===== config.mk =====
export PLATFORM = sky130hd
export DESIGN_NAME = dmem_lsu
export DESIGN_NICKNAME = d
export VERILOG_FILES = /design/src/rtl/dmem_lsu.sv
export SDC_FILE = /design/constraint.sdc
export NUM_CORES = 1
export LEC_CHECK = 0
export CAP_MARGIN = 5
export CORE_ASPECT_RATIO = 0.8
export CORE_MARGIN = 4
export CORE_UTILIZATION = 52
export CTS_BUF_LIST = sky130_fd_sc_hd__clkbuf_4
export DETAILED_ROUTE_END_ITERATION = 7
export GPL_TIMING_DRIVEN = 0
export PLACE_DENSITY = 0.85
export SLEW_MARGIN = 10
export SYNTH_ARGS = -nofsm -noshare
export SYNTH_HDL_FRONTEND = slang
export SYNTH_SLANG_ARGS = --single-unit

===== constraint.sdc =====
create_clock -name clk -period 4.5 [get_ports clk]
set_input_delay 0.9 -clock clk [delete_from_list [all_inputs] [get_ports clk]]
set_output_delay 0.9 -clock clk [all_outputs]
set_load 0.1 [all_outputs]

===== src/rtl/dmem_lsu.sv =====
// RV32I load/store initiator for the data port of the unified memory.
// Splits word-crossing accesses into two word accesses and extends load data.
module dmem_lsu #(
    parameter bit SPLIT_EN = 1'b1
) (
    input  logic        clk,
    input  logic        rst_n,
    input  logic        req_valid_i,
    output logic        req_ready_o,
    input  logic        req_we_i,
    input  logic [2:0]  req_funct3_i,
    input  logic [31:0] req_addr_i,
    input  logic [31:0] req_wdata_i,
    output logic        rsp_valid_o,
    output logic [31:0] rsp_rdata_o,
    output logic        rsp_err_o,
    output logic [31:0] dmem_addr_o,
    output logic        dmem_ren_o,
    input  logic [31:0] dmem_rdata_i,
    output logic        dmem_wen_o,
    output logic [3:0]  dmem_wstrb_o,
    output logic [31:0] dmem_wdata_o
);

    typedef enum logic [2:0] {
        S_IDLE = 3'd0,
        S_ACC0 = 3'd1,
        S_ACC1 = 3'd2,
        S_WAIT = 3'd3,
        S_ERR  = 3'd4
    } state_t;

    function automatic logic [3:0] size_mask(input logic [1:0] sz);
        logic [3:0] m;
        case (sz)
            2'b00:   m = 4'b0001;
            2'b01:   m = 4'b0011;
            default: m = 4'b1111;
        endcase
        return m;
    endfunction

    function automatic logic crosses(input logic [1:0] off, input logic [1:0] sz);
        logic [2:0] n;
        case (sz)
            2'b00:   n = 3'd1;
            2'b01:   n = 3'd2;
            default: n = 3'd4;
        endcase
        return (({1'b0, off} + n) > 3'd4);
    endfunction

    function automatic logic f3_illegal(input logic we, input logic [2:0] f3);
        logic bad;
        if (we) begin
            bad = (f3 != 3'b000) && (f3 != 3'b001) && (f3 != 3'b010);
        end else begin
            bad = (f3 == 3'b011) || (f3 == 3'b110) || (f3 == 3'b111);
        end
        return bad;
    endfunction

    state_t      state_q, state_d;
    logic        we_q, we_d;
    logic [2:0]  f3_q, f3_d;
    logic [31:0] addr_q, addr_d;
    logic [31:0] wdata_q, wdata_d;
    logic [31:0] lo_q, lo_d;
    logic        rsp_valid_q, rsp_valid_d;
    logic        rsp_err_q, rsp_err_d;
    logic [31:0] rsp_rdata_q, rsp_rdata_d;

    logic [1:0]  off_s;
    logic        cross_s;
    logic [31:0] word0_s;
    logic [31:0] word1_s;
    logic [7:0]  mask8_s;
    logic [63:0] wd64_s;
    logic [63:0] r64_s;
    logic [31:0] field_s;
    logic [31:0] ext_s;

    // Lane alignment and load extraction derived from the captured request
    always_comb begin
        off_s   = addr_q[1:0];
        cross_s = crosses(off_s, f3_q[1:0]);
        word0_s = {addr_q[31:2], 2'b00};
        word1_s = word0_s + 32'd4;
        mask8_s = {4'b0000, size_mask(f3_q[1:0])} << off_s;
        wd64_s  = {32'h0000_0000, wdata_q} << {off_s, 3'b000};
        r64_s   = cross_s ? {dmem_rdata_i, lo_q} : {32'h0000_0000, dmem_rdata_i};
        field_s = 32'(r64_s >> {off_s, 3'b000});
        case (f3_q[1:0])
            2'b00:   ext_s = f3_q[2] ? {24'h00_0000, field_s[7:0]}
                                     : {{24{field_s[7]}}, field_s[7:0]};
            2'b01:   ext_s = f3_q[2] ? {16'h0000, field_s[15:0]}
                                     : {{16{field_s[15]}}, field_s[15:0]};
            default: ext_s = field_s;
        endcase
    end

    // Next-state, request capture, memory port drive and response staging
    always_comb begin
        state_d      = state_q;
        we_d         = we_q;
        f3_d         = f3_q;
        addr_d       = addr_q;
        wdata_d      = wdata_q;
        lo_d         = lo_q;
        rsp_valid_d  = 1'b0;
        rsp_err_d    = 1'b0;
        rsp_rdata_d  = 32'h0000_0000;
        dmem_addr_o  = 32'h0000_0000;
        dmem_ren_o   = 1'b0;
        dmem_wen_o   = 1'b0;
        dmem_wstrb_o = 4'b0000;
        dmem_wdata_o = 32'h0000_0000;
        case (state_q)
            S_IDLE: begin
                if (req_valid_i) begin
                    we_d    = req_we_i;
                    f3_d    = req_funct3_i;
                    addr_d  = req_addr_i;
                    wdata_d = req_wdata_i;
                    if (f3_illegal(req_we_i, req_funct3_i) ||
                        (crosses(req_addr_i[1:0], req_funct3_i[1:0]) && !SPLIT_EN)) begin
                        state_d = S_ERR;
                    end else begin
                        state_d = S_ACC0;
                    end
                end else begin
                    state_d = S_IDLE;
                end
            end
            S_ACC0: begin
                dmem_addr_o = word0_s;
                if (we_q) begin
                    dmem_wen_o   = 1'b1;
                    dmem_wstrb_o = mask8_s[3:0];
                    dmem_wdata_o = wd64_s[31:0];
                end else begin
                    dmem_ren_o = 1'b1;
                end
                if (cross_s) begin
                    state_d = S_ACC1;
                end else if (we_q) begin
                    state_d     = S_IDLE;
                    rsp_valid_d = 1'b1;
                end else begin
                    state_d = S_WAIT;
                end
            end
            S_ACC1: begin
                dmem_addr_o = word1_s;
                if (we_q) begin
                    dmem_wen_o   = 1'b1;
                    dmem_wstrb_o = mask8_s[7:4];
                    dmem_wdata_o = wd64_s[63:32];
                    state_d      = S_IDLE;
                    rsp_valid_d  = 1'b1;
                end else begin
                    // read data of the ACC0 access is on the bus this cycle
                    dmem_ren_o = 1'b1;
                    lo_d       = dmem_rdata_i;
                    state_d    = S_WAIT;
                end
            end
            S_WAIT: begin
                rsp_valid_d = 1'b1;
                rsp_rdata_d = ext_s;
                state_d     = S_IDLE;
            end
            S_ERR: begin
                rsp_valid_d = 1'b1;
                rsp_err_d   = 1'b1;
                state_d     = S_IDLE;
            end
            default: begin
                state_d = S_IDLE;
            end
        endcase
    end

    // State, captured request and registered response
    always_ff @(posedge clk or negedge rst_n) begin
        if (!rst_n) begin
            state_q     <= S_IDLE;
            we_q        <= 1'b0;
            f3_q        <= 3'b000;
            addr_q      <= 32'h0000_0000;
            wdata_q     <= 32'h0000_0000;
            lo_q        <= 32'h0000_0000;
            rsp_valid_q <= 1'b0;
            rsp_err_q   <= 1'b0;
            rsp_rdata_q <= 32'h0000_0000;
        end else begin
            state_q     <= state_d;
            we_q        <= we_d;
            f3_q        <= f3_d;
            addr_q      <= addr_d;
            wdata_q     <= wdata_d;
            lo_q        <= lo_d;
            rsp_valid_q <= rsp_valid_d;
            rsp_err_q   <= rsp_err_d;
            rsp_rdata_q <= rsp_rdata_d;
        end
    end

    assign req_ready_o = (state_q == S_IDLE);
    assign rsp_valid_o = rsp_valid_q;
    assign rsp_err_o   = rsp_err_q;
    assign rsp_rdata_o = rsp_rdata_q;

endmodule


# --- After elaboration in Yosys (flattened, before gate mapping) ---
# Index checks and enable logic that the tools add are counted.
word_totals:
  mem_count: 0
  word_cells: 66
  ramBits: 0
  rom_bits: 0
  reg_bits: 137
  input_bits: 103
  out_inout_bits: 105
  latch_bits: 0
op_classes:
  n_shift: 3
  multipliers: 0
  div: 0
  add_sub_neg: 2
  n_eq_ne: 10
  n_mux: 29
  order_cmp: 1
  reduce_logical: 11
  bitwise_logic: 1
op_table:
  columns: ["operator", "n"]
  rows:
  - ["case mux 32 bit (2 select lines)", 3]
  - ["2-to-1 mux 32 bit", 5]
  - ["2-to-1 mux 64 bit", 1]
  - ["<< shifter 32 x 5 -> 64 bit", 1]
  - [">> shifter 64 x 5 -> 32 bit", 1]
  - ["adder 32 x 3 -> 32 bit, second input constant", 1]
  - ["case mux 4 bit (2 select lines)", 2]
  - ["equality test 3 x 2 -> 1 bit, second input constant", 3]
  - ["equality test 3 bit, second input constant", 3]
  - ["2-to-1 mux 1 bit", 9]
  - ["case mux 3 bit (3 select lines)", 1]
  - ["2-to-1 mux 4 bit", 2]
  - ["<< shifter 4 x 2 -> 8 bit", 1]
  - ["2-to-1 mux 3 bit", 2]
  - ["case mux 3 bit (2 select lines)", 1]
  - ["2-to-1 mux 2 bit", 2]
  - ["AND reduction 2 bit", 2]
  - ["OR reduction 2 bit", 2]
  - ["adder 2 x 3 -> 3 bit", 1]
  - ["equality test 3 x 1 -> 1 bit, second input constant", 1]
  - ["> comparator 3 bit, second input constant", 1]
  - ["zero test 3 bit", 1]
  - ["inequality test 3 x 1 -> 1 bit, second input constant", 1]
  - ["inequality test 3 x 2 -> 1 bit, second input constant", 1]
  - ["other kinds (7)", 9]

# --- Logic depth before layout (Yosys ltp) ---
logic_depth:
  depth_word: 9
  ltp_mapped: 12

# --- Worst setup path after synthesis ---
# No wires, ideal clock.
synth_path:
  path_type: "reg-to-output"
  start: "register addr_q[2]"
  end: "output dmem_addr_o[18]"
  setup_slack_ps: -214
  required_time_ps: 3600
  t_arrival_ps: 3814
  path_buffers: 1
  path_stages_with_launch: 7
  cell_sequence: "dfrtp_1 ha_1 nand4_1 nor3_1 clkbuf_1 nand4_1 o31ai_1"
synth_via:
  elab_chain_cells: 2
synth_rtl:
  columns: ["item", "line_no", "rtl"]
  rows:
  - ["start, declared", "66", "logic [31:0] addr_q, addr_d;"]
  - ["start signal, assigned", "200", "addr_q <= addr_d;"]
  - ["adder 32 x 3 -> 32 bit", "88", "word1_s = word0_s + 32'd4;"]
  - ["case mux 32 bit (2 select lines)", "118", "case (state_q)"]
  - ["end, declared", "17", "output logic [31:0] dmem_addr_o,"]
# No other way between the ends.

# --- Final worst setup path ---
layout_path:
  start: "register addr_q[0]"
  end: "output dmem_wstrb_o[3]"
layout_via:
  elab_chain_cells: 3
  elab_cells_between_ends: 4
  classes_between: "shift: 1; mux: 3"
layout_rtl:
  columns: ["item", "line_no", "rtl"]
  rows:
  - ["<< shifter 4 x 2 -> 8 bit (*)", "89", "mask8_s = {4'b0000, size_mask(f3_q[1:0])} << off_s;"]
  - ["2-to-1 mux 4 bit (on tied branches)", "155, 137", null]
  - ["case mux 4 bit (2 select lines) (*)", "118", null]
  - ["end, declared", "21", "output logic [3:0] dmem_wstrb_o,"]
# Every way passes the cells marked *; elsewhere a longest branch is shown, timed or not.

==> summary.txt <==
Power and ir drop
  – Pleak: 0.004941 uW
  – Pwr Density: 825.6 nW/um2
  – Worst IR Drop VDD: 0.4003 mV
  – Pwr Total: 9108 uW

STA
  – Fmax: 226.3 MHz
  – Slew Limit Headroom: 31.21%
  – Setup TNS: 0 ns
  – Final setup viols: 0
  – Fin crit share: 98.21%
  – Tmin final: 4.420 ns
  – Final Slew Violations: 0
  – Worst slew pin tran: 1.036 ns
  – RSZ-0062 raised after global routing: false
  – Hold Fails Final Rpt: 0
  – Clock Skews: 0.01994 ns

Global routing
  – Largest net degree at the start of global routing: 77
  – Global route overflow: 0
  – Initial antenna violation count: 0
  – Vias in the first global route: 8188
  – Global-route usage over all layers: 32.14%
  – First-pass GRT wire length: 45260 um

Cells and area
  – Final core utilization: 70.05%
  – Share of layout cells above drive strength 1: 15.25%
  – Area delta synth->final: 31.97%
  – Design Area, Final: 11030 um2
  – Fin nets: 1283
  – Non-filler instance count after layout: 1403
  – Fillcell total: 1279

Placement
  – Placer's final routability congestion estimate: 0.9907
  – Placed cells: 1372
  – Port buffer count: 205
  – Post-DP HPWL: 20860 um
  – Cell Area, Placed: 10750 um2

Drt
  – Routed WL per cell: 20.64 um
  – Post-route ant nets: 0
  – Vias: 8626
  – 1st-pass router iterations: 8
  – Vias per cell: 6.148
  – Final WL: 28950 um
  – Initial DRC count: 1241
  – DRC viols: 0

Yosys
  – Syn Area/Cell: 8.799 um2
  – Mapped cell area: 8359 um2
  – Ys Warns: 0
  – Ys async rst share: 100.0%
  – Synth area leader: dfrtp_1
  – Compound-Gate Fraction of Synth Area: 16.52%
  – Post-synthesis mux area share: 16.82%
  – Flops & latches, synth: 137
  – Main combinational cell family by area after synthesis: simple AND/OR/NAND/NOR gates
  – Simple-Gate Fraction of Synth Area: 20.07%
  – Cell variety after synth: 62
  – Sequential share of the synthesized area: 41.01%
  – Prevailing post-synth register cell: dfrtp_1
  – Top post-synthesis cells by area: dfrtp_1 (41%), nand2_1 (11%), mux2i_1 (6.6%), mux2_2 (5.9%), mux4_2 (4.3%)
  – Synth Instances: 950
  – Share of the synthesized area in the top cell type: 41.01%
  – Post-synthesis adder-cell area fraction: 0.6885%
  – Post-synth EDFFs: 0
  – Synth Area in XOR/XNOR: 0.5987%

Worst setup path
  – Worst path slowest cell: clkdlybuf4s15_2
  – Cell family with most CP delay: buffers and inverters
  – Required time of the critical path: 3.60 ns
  – CP cell instances: buf_2, inv_2, clkbuf_1, buf_1, ha_1, a211oi_2, clkdlybuf4s15_2
  – CP Max Fanout: 10
  – Worst setup SP type: register
  – Kind of critical path: register to primary output
  – Endpoint arrival time on the critical path: 3.52 ns
  – Crit-path max cell delay: 0.61 ns
  – Buffers & Inverters on Critical Path: 5
  – Critical path endpoint category: primary output

Floorplan
  – Core box area: 15750 um2
  – Boundary pin count: 208
  – Starting density of the core: 53.08%
  – Row count: 41
  – Die H: 121.4 um
  – Die W: 149.8 um
  – Die footprint: 18180 um2

Clock network
  – Clock root cell: clkbuf_4
  – TritonCTS Sinks: 137
  – CTS Buffer Depth: 2
  – Reg clk slew, reported paths: 0.12 ns
  – Clock latency on the worst-skew pair: 0.57 ns
  – Cts bufs inserted: 17
  – H-tree depth: 4
  – CTS tree: yes
  – Post CTS Setup Buffer Count: 0

Run status
  – Status: completed

Hold path
  – Worst min path class: primary input to async pin

Job
  – Max Cap Viol: 0
-- cell families (layout without fill, tap and decap cells) --
family	Yosys count	after routing
simple gates	384	384
compound gates	219	219
flops	137	137
mux	115	115
buf+inv	86	322
fa+ha+maj	4	4
xor+xnor	4	4
other cells	1	3
-- final timing paths --
path | endpoint | startpoint | slack, ns | cells after the start
min in group clk | lo_q[1] | lo_q[1] | 0.53 | 1
worst max-delay path | dmem_wstrb_o[3] | addr_q[0] | 0.08 | 7
worst max register to register | rsp_rdata_o[27] | addr_q[0] | 0.13 | 11
max in group asynchronous | wdata_q[15] | rst_n | 3.42 | 2
worst min register to register | lo_q[1] | lo_q[1] | 0.53 | 1
worst min-delay path | rsp_rdata_o[13] | rst_n | 0.30 | 1
-- registers in the layout, indices dropped and copies added (netlist names) --
register	flops
rsp_err_o	1
rsp_rdata_o	32
addr_q	32
we_q	1
rsp_valid_o	1
f3_q	3
wdata_q	32
lo_q	32
state_q	3
-- Yosys cell counts, types with 11 or more instances --
master,number
nand2_1,255
dfrtp_1,137
o21ai_0,62
a21oi_1,57
mux2i_1,55
clkbuf_1,50
mux2_2,44
nor2_1,43
nand3_1,26
mux4_2,16
nand4_1,15
o22ai_1,15
buf_2,13
and2_1,12
o31ai_1,11
-- layout make-up --
| type | instances | area (um2) | share of cell area [%] |
|---|---|---|---|
| Antenna cell | 1 | 2.502 | 0.02268 |
| Buffer | 76 | 319.1 | 2.892 |
| Clock buffer | 18 | 135.1 | 1.225 |
| Clock inverter | 12 | 151.4 | 1.372 |
| Inverter | 10 | 37.54 | 0.3403 |
| Multi-Input combinational cell | 728 | 4633 | 42.00 |
| Sequential cell | 137 | 3428 | 31.08 |
| Tap cell | 215 | 269.0 | 2.438 |
| Timing Repair Buffer | 206 | 2056 | 18.63 |
-- worst reg2reg max path, cell delays in order, from the launching register on --
cell	delay, ns
dfrtp_1	0.48
buf_2	0.25
inv_2	0.27
clkbuf_1	0.45
buf_1	0.54
ha_1	0.37
and2_1	0.22
nor2_2	0.30
clkbuf_1	0.49
nand2_1	0.35
o21a_1	0.26
a21oi_1	0.27
-- per-stage QoR --
| step | hold WS, ns | setup slack [ns] |
|---|---|---|
| 6_report | 0.3013 | 0.08048 |
| 5_1_grt | 0.3236 | 0.001032 |
| 4_1_cts | 0.3120 | 0.003303 |
| 3_5_place_dp | 0.4958 | -0.07533 |
| 3_3_place_gp | 0.4846 | -2.863 |
| 2_1_floorplan | 0.4698 | -0.2137 |
-- layout by cell type, fill, tap and decap left out, types with 14 or more instances in the layout --
cell type	instances
clkbuf_1	49
o21ai_0	57
nand2_1	255
nand3_1	26
dlygate4sd2_1	14
a21oi_1	57
mux4_2	16
dfrtp_1	137
mux2_2	44
buf_2	17
nor2_1	42
clkbuf_4	18
o22ai_1	15
clkdlybuf4s50_1	136
clkdlybuf4s15_2	34
nand4_1	15
mux2i_1	55
-- power by group --
| part | internal (uW) | total [uW] | switching, uW |
|---|---|---|---|
| Sequential | 1730 | 2220 | 486 |
| Combinational | 1850 | 6030 | 4180 |
| Clock | 384 | 863 | 479 |
-- repair_timing --
item,4_1_cts,5_1_grt
endpoints found under the setup margin,62,66
gates resized for setup,160,45
hold buffers,0,0
hold endpoints to repair,0,0
-- layer usage --
layer	vias up	global-route usage (%)	wire length, um
met1	4099	47.82	12440
met5	-	0	0
met3	91	8.701	3340
met2	600	45.88	12250
li1	3836	-	-
met4	0	9.714	918
Power figures use the tool's default switching activity.
